File: src/rtl/hazard_scoreboard.sv
// hazard_scoreboard
// -----------------------------------------------------------------------------
// Per-register countdown scoreboard that produces the ID-stage stall for a
// 5-stage MIPS-style pipeline with configurable ALU and load latencies.
// Each architectural register r (r != 0) has a 3-bit counter holding the
// number of cycles until its in-flight result can be forwarded to ID.
// A stall freezes PC and IF/ID and inserts a bubble into EX.
//
// Parameters:
//   REG_AW   register address width (2**REG_AW registers, r0 is hard zero)
//   ALU_LAT  cycles after issue until an RTYPE/ADDI result reaches ID (1..7)
//   LOAD_LAT cycles after issue until an LW result reaches ID (ALU_LAT..7)
//   CNT_W    width of the saturating stall-cycle counter
//
// Ports:
//   clk          rising-edge clock
//   reset        asynchronous active-high reset
//   id_valid     ID holds a real instruction
//   id_kill      ID instruction squashed this cycle; suppresses issue/stall
//   id_op        ID opcode
//   id_rs/rt/rd  ID register fields
//   id_stall     combinational: hold ID and insert a bubble
//   issue        combinational: id_valid & ~id_kill & ~id_stall
//   busy         bit r set while register r has a pending result
//   stall_cycles saturating count of cycles with id_stall = 1
//   illegal_op   one-cycle pulse after an unsupported opcode issues
// -----------------------------------------------------------------------------
module hazard_scoreboard #(
    parameter int REG_AW   = 5,
    parameter int ALU_LAT  = 1,
    parameter int LOAD_LAT = 2,
    parameter int CNT_W    = 16
) (
    input  logic                   clk,
    input  logic                   reset,
    input  logic                   id_valid,
    input  logic                   id_kill,
    input  logic [5:0]             id_op,
    input  logic [REG_AW-1:0]      id_rs,
    input  logic [REG_AW-1:0]      id_rt,
    input  logic [REG_AW-1:0]      id_rd,
    output logic                   id_stall,
    output logic                   issue,
    output logic [2**REG_AW-1:0]   busy,
    output logic [CNT_W-1:0]       stall_cycles,
    output logic                   illegal_op
);

    localparam int NREG = 2**REG_AW;

    localparam logic [5:0] OP_RTYPE = 6'b000000;
    localparam logic [5:0] OP_J     = 6'b000010;
    localparam logic [5:0] OP_BEQ   = 6'b000100;
    localparam logic [5:0] OP_ADDI  = 6'b001000;
    localparam logic [5:0] OP_LW    = 6'b100011;
    localparam logic [5:0] OP_SW    = 6'b101011;

    localparam logic [2:0] ALU_LAT_C  = 3'(ALU_LAT);
    localparam logic [2:0] LOAD_LAT_C = 3'(LOAD_LAT);

    // ------------------------------------------------------------------
    // Instruction decode
    // ------------------------------------------------------------------
    logic              uses_rs;
    logic              uses_rt;
    logic              is_beq;
    logic              has_dest;
    logic [REG_AW-1:0] dest;
    logic [2:0]        dest_lat;
    logic              supported;
    logic              dest_we;

    always_comb begin
        uses_rs   = 1'b0;
        uses_rt   = 1'b0;
        is_beq    = 1'b0;
        has_dest  = 1'b0;
        dest      = id_rt;
        dest_lat  = ALU_LAT_C;
        supported = 1'b1;
        case (id_op)
            OP_RTYPE: begin
                uses_rs  = 1'b1;
                uses_rt  = 1'b1;
                has_dest = 1'b1;
                dest     = id_rd;
            end
            OP_ADDI: begin
                uses_rs  = 1'b1;
                has_dest = 1'b1;
            end
            OP_LW: begin
                uses_rs  = 1'b1;
                has_dest = 1'b1;
                dest_lat = LOAD_LAT_C;
            end
            OP_SW: begin
                uses_rs = 1'b1;
                uses_rt = 1'b1;
            end
            OP_BEQ: begin
                uses_rs = 1'b1;
                uses_rt = 1'b1;
                is_beq  = 1'b1;
            end
            OP_J: begin
            end
            default: begin
                supported = 1'b0;
            end
        endcase
    end

    // Register 0 is never recorded as a destination.
    assign dest_we = has_dest & (dest != '0);

    // ------------------------------------------------------------------
    // Counter array. cnt_view gives indexed read access to every counter,
    // with entry 0 tied to zero so r0 always reads as ready.
    // ------------------------------------------------------------------
    logic [NREG-1:0][2:0] cnt_view;

    assign cnt_view[0] = 3'd0;
    assign busy[0]     = 1'b0;

    genvar gi;
    generate
        for (gi = 1; gi < NREG; gi++) begin : g_reg
            logic [2:0] cnt_q;
            logic [2:0] cnt_d;

            // A new issue to this register reloads the counter and takes
            // priority over the decrement; a busy register is simply
            // reloaded (WAW needs no stall).
            always_comb begin
                cnt_d = (cnt_q != 3'd0) ? (cnt_q - 3'd1) : 3'd0;
                if (issue && dest_we && (dest == REG_AW'(gi))) begin
                    cnt_d = dest_lat;
                end
            end

            always_ff @(posedge clk or posedge reset) begin
                if (reset) begin
                    cnt_q <= 3'd0;
                end else begin
                    cnt_q <= cnt_d;
                end
            end

            assign cnt_view[gi] = cnt_q;
            assign busy[gi]     = (cnt_q != 3'd0);
        end
    endgenerate

    // ------------------------------------------------------------------
    // Operand readiness and stall
    // ------------------------------------------------------------------
    logic [2:0] rs_cnt;
    logic [2:0] rt_cnt;
    logic       rs_ready;
    logic       rt_ready;

    assign rs_cnt = cnt_view[id_rs];
    assign rt_cnt = cnt_view[id_rt];

    // BEQ resolves in ID and needs the value now (cnt == 0); every other
    // consumer reads in EX one cycle later, so cnt == 1 is early enough.
    assign rs_ready = (id_rs == '0) || (is_beq ? (rs_cnt == 3'd0) : (rs_cnt <= 3'd1));
    assign rt_ready = (id_rt == '0) || (is_beq ? (rt_cnt == 3'd0) : (rt_cnt <= 3'd1));

    assign id_stall = id_valid & ~id_kill &
                      ((uses_rs & ~rs_ready) | (uses_rt & ~rt_ready));
    assign issue    = id_valid & ~id_kill & ~id_stall;

    // ------------------------------------------------------------------
    // Stall-cycle counter (saturating) and illegal-opcode pulse
    // ------------------------------------------------------------------
    logic [CNT_W-1:0] stall_cycles_q;
    logic [CNT_W-1:0] stall_cycles_d;
    logic             illegal_op_q;
    logic             illegal_op_d;

    always_comb begin
        stall_cycles_d = stall_cycles_q;
        if (id_stall && (stall_cycles_q != {CNT_W{1'b1}})) begin
            stall_cycles_d = stall_cycles_q + 1'b1;
        end
        illegal_op_d = issue & ~supported;
    end

    always_ff @(posedge clk or posedge reset) begin
        if (reset) begin
            stall_cycles_q <= '0;
            illegal_op_q   <= 1'b0;
        end else begin
            stall_cycles_q <= stall_cycles_d;
            illegal_op_q   <= illegal_op_d;
        end
    end

    assign stall_cycles = stall_cycles_q;
    assign illegal_op   = illegal_op_q;

endmodule
File: config.mk
export PLATFORM = sky130hd
export DESIGN_NAME = hazard_scoreboard
export DESIGN_NICKNAME = d
export VERILOG_FILES = /design/src/rtl/hazard_scoreboard.sv
export SDC_FILE = /design/constraint.sdc
export NUM_CORES = 1
export LEC_CHECK = 0
export CAP_MARGIN = 15
export CORE_MARGIN = 5
export CORE_UTILIZATION = 45
export DETAILED_ROUTE_END_ITERATION = 12
export PLACE_DENSITY = 0.66
export REMOVE_ABC_BUFFERS = 1
export SLEW_MARGIN = 20
export SYNTH_ARGS = -nofsm -noshare
export SYNTH_HDL_FRONTEND = slang
export SYNTH_SLANG_ARGS = --single-unit
File: constraint.sdc
create_clock -name clk -period 7.6 [get_ports clk]
set_input_delay 1.52 -clock clk [delete_from_list [all_inputs] [get_ports clk]]
set_output_delay 1.52 -clock clk [all_outputs]
set_load 0.02 [all_outputs]
# Yosys cells after proc, flatten, opt, wreduce, memory -nomap -nowiden
# Index checks and enable logic that the tools add are counted.
classes:
  addsub: 32
  mul: 0
  n_div: 0
  order_cmp: 4
  eq_ne: 37
  n_shift: 0
  mux: 75
  bitwise: 13
  n_reduce_logical: 76
ops:
  columns: ["cell", "count"]
  rows:
  - ["two-way mux 3 bit", 64]
  - ["nonzero test 3 bit", 31]
  - ["subtractor 3 x 1 -> 3 bit (second input constant)", 31]
  - ["equality test 5 bit (second input constant)", 16]
  - ["equality test 5 x 4 -> 1 bit (second input constant)", 8]
  - ["logical AND 1 bit", 33]
  - ["binary-select mux 3 bit (select 5 bit)", 2]
  - ["equality test 5 x 3 -> 1 bit (second input constant)", 4]
  - ["adder 16 x 1 -> 16 bit (second input constant)", 1]
  - ["!= test 16 bit (second input constant)", 1]
  - ["equality test 6 bit (second input constant)", 2]
  - ["less-than comparator 5 x 6 -> 1 bit (second input constant)", 2]
  - ["equality test 5 x 2 -> 1 bit (second input constant)", 2]
  - ["zero test 5 bit", 2]
  - ["AND 1 bit", 7]
  - ["two-way mux 1 bit", 7]
  - ["equality test 6 x 2 -> 1 bit (second input constant)", 1]
  - ["equality test 6 x 3 -> 1 bit (second input constant)", 1]
  - ["equality test 6 x 4 -> 1 bit (second input constant)", 1]
  - ["less-or-equal comparator 3 x 1 -> 1 bit (second input constant)", 2]
  - ["zero test 3 bit", 2]
  - ["zero test 6 bit", 1]
  - ["OR reduction 3 bit", 2]
  - ["OR reduction 6 bit", 1]
  - ["other kinds (8)", 13]
word_totals:
  regBits: 110
  latch_bits: 0
  mem_bits_rw: 0
  mem_bits_ro: 0
  input_bits: 25
  out_inout_bits: 51
  elab_cells: 270
  memories: 0

# Logic depth before layout (Yosys ltp)
# Gate-level depths: netlist of the first run.
logic_depth:
  word_depth: 14
  mapped_depth: 13
  ltp_nobuf: 8

# Worst setup path after synthesis of the first run
# Ideal clock, no wire load.
synth_path:
  path_kind: "input -> output"
  from: "in id_rs[0]"
  to: "out id_stall"
  arrival_ps: 3577
  required_ps: 6080
  setup_slack_ps: 2503
  path_stages: 9
  n_path_buf: 4
  path_cell_list: "buf_2 > buf_2 > mux4_2 > mux2i_1 > nor4b_1 > o31a_1 > buf_6 > buf_2 > nor2_1"
synth_between:
  elab_chain_len: 9
  word_cells_on_any_way: 11
  cone_classes: "order compare: 1; mux: 3; bitwise: 4; reduce/logical: 3"
synth_lines:
  columns: ["element", "line_no", "rtl"]
  rows:
  - ["start, declared", "39", "input logic [REG_AW-1:0] id_rs,"]
  - ["binary-select mux 3 bit (select 5 bit)", "163", "assign rs_cnt = cnt_view[id_rs];"]
  - ["two-way mux 3 bit (not written as such)", "163", null]
  - ["less-or-equal comparator 3 x 1 -> 1 bit or zero test 3 bit (tied branches)", "168", "assign rs_ready = (id_rs == '0) || (is_beq ? (rs_cnt == 3'd0) : (rs_cnt <= 3'd1));"]
  - ["two-way mux 1 bit", "168", null]
  - ["logical OR 1 bit (*)", "168", null]
  - ["NOT 1 bit (*)", "172", "((uses_rs & ~rs_ready) | (uses_rt & ~rt_ready));"]
  - ["AND 1 bit (*)", "172", null]
  - ["OR 1 bit (*)", "172", null]
  - ["AND 1 bit (*)", "171", "assign id_stall = id_valid & ~id_kill &"]
  - ["end, declared", "42", "output logic id_stall,"]
# Mark *: on every way between the ends. The rest lies on a longest branch, timed or not. The select of a mux whose other input is x is not followed.

# Final worst setup path of the first run
layout_path:
  from: "in id_rs[0]"
  to: "out issue"
layout_between:
  elab_chain_len: 11
  word_cells_on_any_way: 13
  cone_classes: "order compare: 1; mux: 3; bitwise: 6; reduce/logical: 3"
layout_lines:
  columns: ["element", "line_no", "rtl"]
  rows:
  - ["binary-select mux 3 bit (select 5 bit)", "163", null]
  - ["two-way mux 3 bit (not written as such)", "163", null]
  - ["less-or-equal comparator 3 x 1 -> 1 bit or zero test 3 bit (tied branches)", "168", null]
  - ["two-way mux 1 bit", "168", null]
  - ["logical OR 1 bit (*)", "168", null]
  - ["NOT 1 bit (*)", "172", null]
  - ["AND 1 bit (*)", "172", null]
  - ["OR 1 bit (*)", "172", null]
  - ["AND 1 bit (*)", "171", null]
  - ["NOT 1 bit (*)", "173", "assign issue = id_valid & ~id_kill & ~id_stall;"]
  - ["AND 1 bit (*)", "173", null]
  - ["end, declared", "43", "output logic issue,"]
# Marked as above.

==> run summary, run 1 <==
Number of global-route vias before repair: 5581
Post-route antenna net violation count: 0
Most numerous cell in the Yosys netlist: dfrtp_1
Number of H-tree levels: 3
Skew final: 7.812 ps
Status: finished clean
Ys async rst share: 100.0%
Period utilisation layout: 87.79%
Mapped cell area: 0.006685 mm²
Top post-synthesis cells by area: dfrtp_1, mux4_2, mux2i_1
Worst path bufs/invs: 2
CTS resizes: 0
Synthesis Warnings: 0
Slew @ Worst Pin: 1038 ps
Period minus WS final: 6672 ps
Number of max-cap violations: 0
Cell Count, Final, Fillers Out: 901
Routed vias/inst: 6.213
Total placed cells including tap cells: 885
Die height: 131.9 µm
Die area: 0.01739 mm²
Synth area leader: dfrtp_1
Slew Limit Fails: 0
CP max stage delay: 1080 ps
Most instantiated cells after synthesis: dfrtp_1, nor2_1, a21oi_1
Unrepaired setup endpoints after global routing: false
Routed len/inst: 19.94 µm
WS Path Type: in2out
Max Fclk: 149.9 MHz
Via count: 5598
Clk_lat worst skew: 360 ps
CTS Buf Count: 9
CP Max Fanout: 18
Largest net degree at the start of global routing: 66
R2R Setup Slk: 4150 ps
Buffers on Ports: 74
Cell family with most CP delay: buffers and inverters
R2r startpoint: g_reg[15].cnt_q[1]
CP startpoint: id_rs[0]
Pre-antenna DRT Iters: 5
Worst path arrival time: 5150 ps
Tightest Hold Check Type: reg2reg
CORE AREA: 0.01453 mm²
Fillcell total: 1319
Slowest stage cell on the critical path: clkdlybuf4s50_1
Initial antenna violation count: 0
Worst flop-to-flop path endpoint: g_reg[19].cnt_q[0]
WP depth: 9
Layout area overhead: 17.39%
ANT cells: 0
CTS sink cnt: 110
CP Launch Type: input pin
CP Data Required Time: 6080 ps
Root buf cell: clkbuf_16
Path depth of the worst reg2reg path: 9
Post-layout nets: 738
Setup TNS: 0 ps
Hold buffer count at cts: 0
GRT Residual Overflow: 0
P_leak: 3.832 nW
Syn Area/Cell: 10.27 µm²
Endpoints failing setup: 0
Hold Violations, Final: 0
Dpl hpwl: 13030 µm
Cell chain of the critical path: clkdlybuf4s50_1 -> mux4_2 -> mux2i_1 -> nor3b_1 -> a31o_2 -> a211oi_1 -> o31a_2 -> and2_1 -> clkdlybuf4s50_1
Top FF cell, synth: dfrtp_1
EDFF count, synth: 0
Total Wirelength: 17970 µm
DRC Markers: 0
Die width: 131.9 µm
Placer congestion estimate: 0.9575
Sequential area share after synthesis: 41.18%
Worst setup EP type: output port
CTS tree: built
Synthesized instance count: 651
Row cnt: 44
Initial drt markers: 461
Peak VDD IR: 0.08796 mV
Ports: 76
Rel. slew slack: 30.35%
Synth unique cells: 57
Initial cell density of the core: 46.00%
Clk buf depth: 2
Clk slew on worst S/H paths: 70 ps
Global-route wire length before repair: 29360 µm
Post-CTS setup buffer count: 0
Area share of the largest cell type after synthesis: 41.18%
GR Util All Layers: 20.84%
#FFs+latches synth: 110
Worst setup path end: issue
Most common cell on crit path: clkdlybuf4s50_1
Layout cells sized above 1: 12.41%
Pwr dens: 152.3 mW/mm²
[registers in the layout, indices dropped and copies added (netlist names)]
name          cells
stall_cycles     16
g.cnt_q          93
illegal_op        1
[cell type report]
cell class	count	area, µm²	share of cell area [%]
inverters	7	28.78	0.3667
clock inverters	6	61.31	0.7812
repair buffers	79	778.2	9.917
well taps	184	230.2	2.934
flip-flops and latches	110	2753	35.08
multi-input cells	505	3757	47.88
clock buffers	10	239.0	3.045
[power by group]
part	total (mW)	switching, mW	internal [mW]
clock network	0.480	0.216	0.263
logic	0.119	0.0748	0.0441
registers	0.597	0.00621	0.590
[cell usage in the layout, fill, tap and decap left out, types with 9 or more instances in the layout]
| master | instances |
|---|---|
| clkbuf_16 | 9 |
| mux4_2 | 19 |
| mux2_2 | 34 |
| a21oi_1 | 43 |
| o211a_1 | 25 |
| o21ai_0 | 10 |
| mux2i_1 | 42 |
| nand2_1 | 18 |
| xor2_1 | 15 |
| clkdlybuf4s50_1 | 74 |
| dfrtp_1 | 110 |
| nor3_1 | 34 |
| or3_1 | 31 |
| nand3_1 | 28 |
| nor2_1 | 80 |
| nor3b_1 | 36 |
[routing by layer]
metal | vias to the layer above | global-route usage [%] | part of all wire (%)
met2 | 186 | 32.06 | 46
met4 | 0 | 7.029 | 2.5
li1 | 2590 | - | -
met1 | 2784 | 29.48 | 45
met3 | 38 | 4.275 | 6.3
met5 | - | 0 | 0
[metrics by stage]
step | setup slack (ps) | area [µm²] | util [%] | power (mW) | hold slack (ps)
4_1_cts | 881.5 | 7848 | 53.99 | 1.207 | 493.2
5_1_grt | 677.8 | 7848 | 53.99 | 1.244 | 506.3
2_1_floorplan | 2093 | 6533 | - | 0.6649 | 511.7
3_5_place_dp | 892.1 | 7547 | 51.93 | 0.7277 | 483.4
3_3_place_gp | 919.0 | 7547 | 51.93 | 0.7252 | 472.6
6_report | 927.8 | 7848 | 53.99 | 1.195 | 488.5
[worst register-to-register path, stage by stage (launching register included)]
cell      delay [ps]
dfrtp_1          420
nor2_1           260
a21oi_1          110
mux4_2           500
a31o_2           250
a211oi_1         190
o31a_2           480
buf_4            420
and3_1           330
mux2_2           360
[cells by family (layout without fill, tap and decap cells)]
group | count (synthesis) | after routing | synth area share [%]
mux | 96 | 96 | 18.59
xor+xnor | 15 | 15 | 1.965
buf+inv | 36 | 102 | 2.676
compound gates | 121 | 121 | 12.88
other cells | 1 | 1 | 0.05609
flops | 110 | 110 | 41.18
simple gates | 270 | 270 | 22.33
fa+ha+maj | 2 | 2 | 0.3369
[worst min-delay path by stage]
stage / startpoint / endpoint / slack [ps] / cells past startpoint
floorplan: g_reg[11].cnt_q[2] / g_reg[11].cnt_q[2] / 510 / 2
global placement: stall_cycles[8] / stall_cycles[8] / 470 / 1
detailed placement: stall_cycles[8] / stall_cycles[8] / 480 / 1
CTS: stall_cycles[8] / stall_cycles[8] / 490 / 1
global route: stall_cycles[10] / stall_cycles[10] / 510 / 1
finish: stall_cycles[10] / stall_cycles[10] / 490 / 1
(Power assumes the default switching activity.)
==> run 2, diff against run 1 <==
- CAP_MARGIN: 15 -> unset
- SKIP_CTS_REPAIR_TIMING: unset -> 1
- SLEW_MARGIN: 20 -> unset
==> results of run 2 <==
No change in the layout: final DEF, timing and power equal those of run 1.
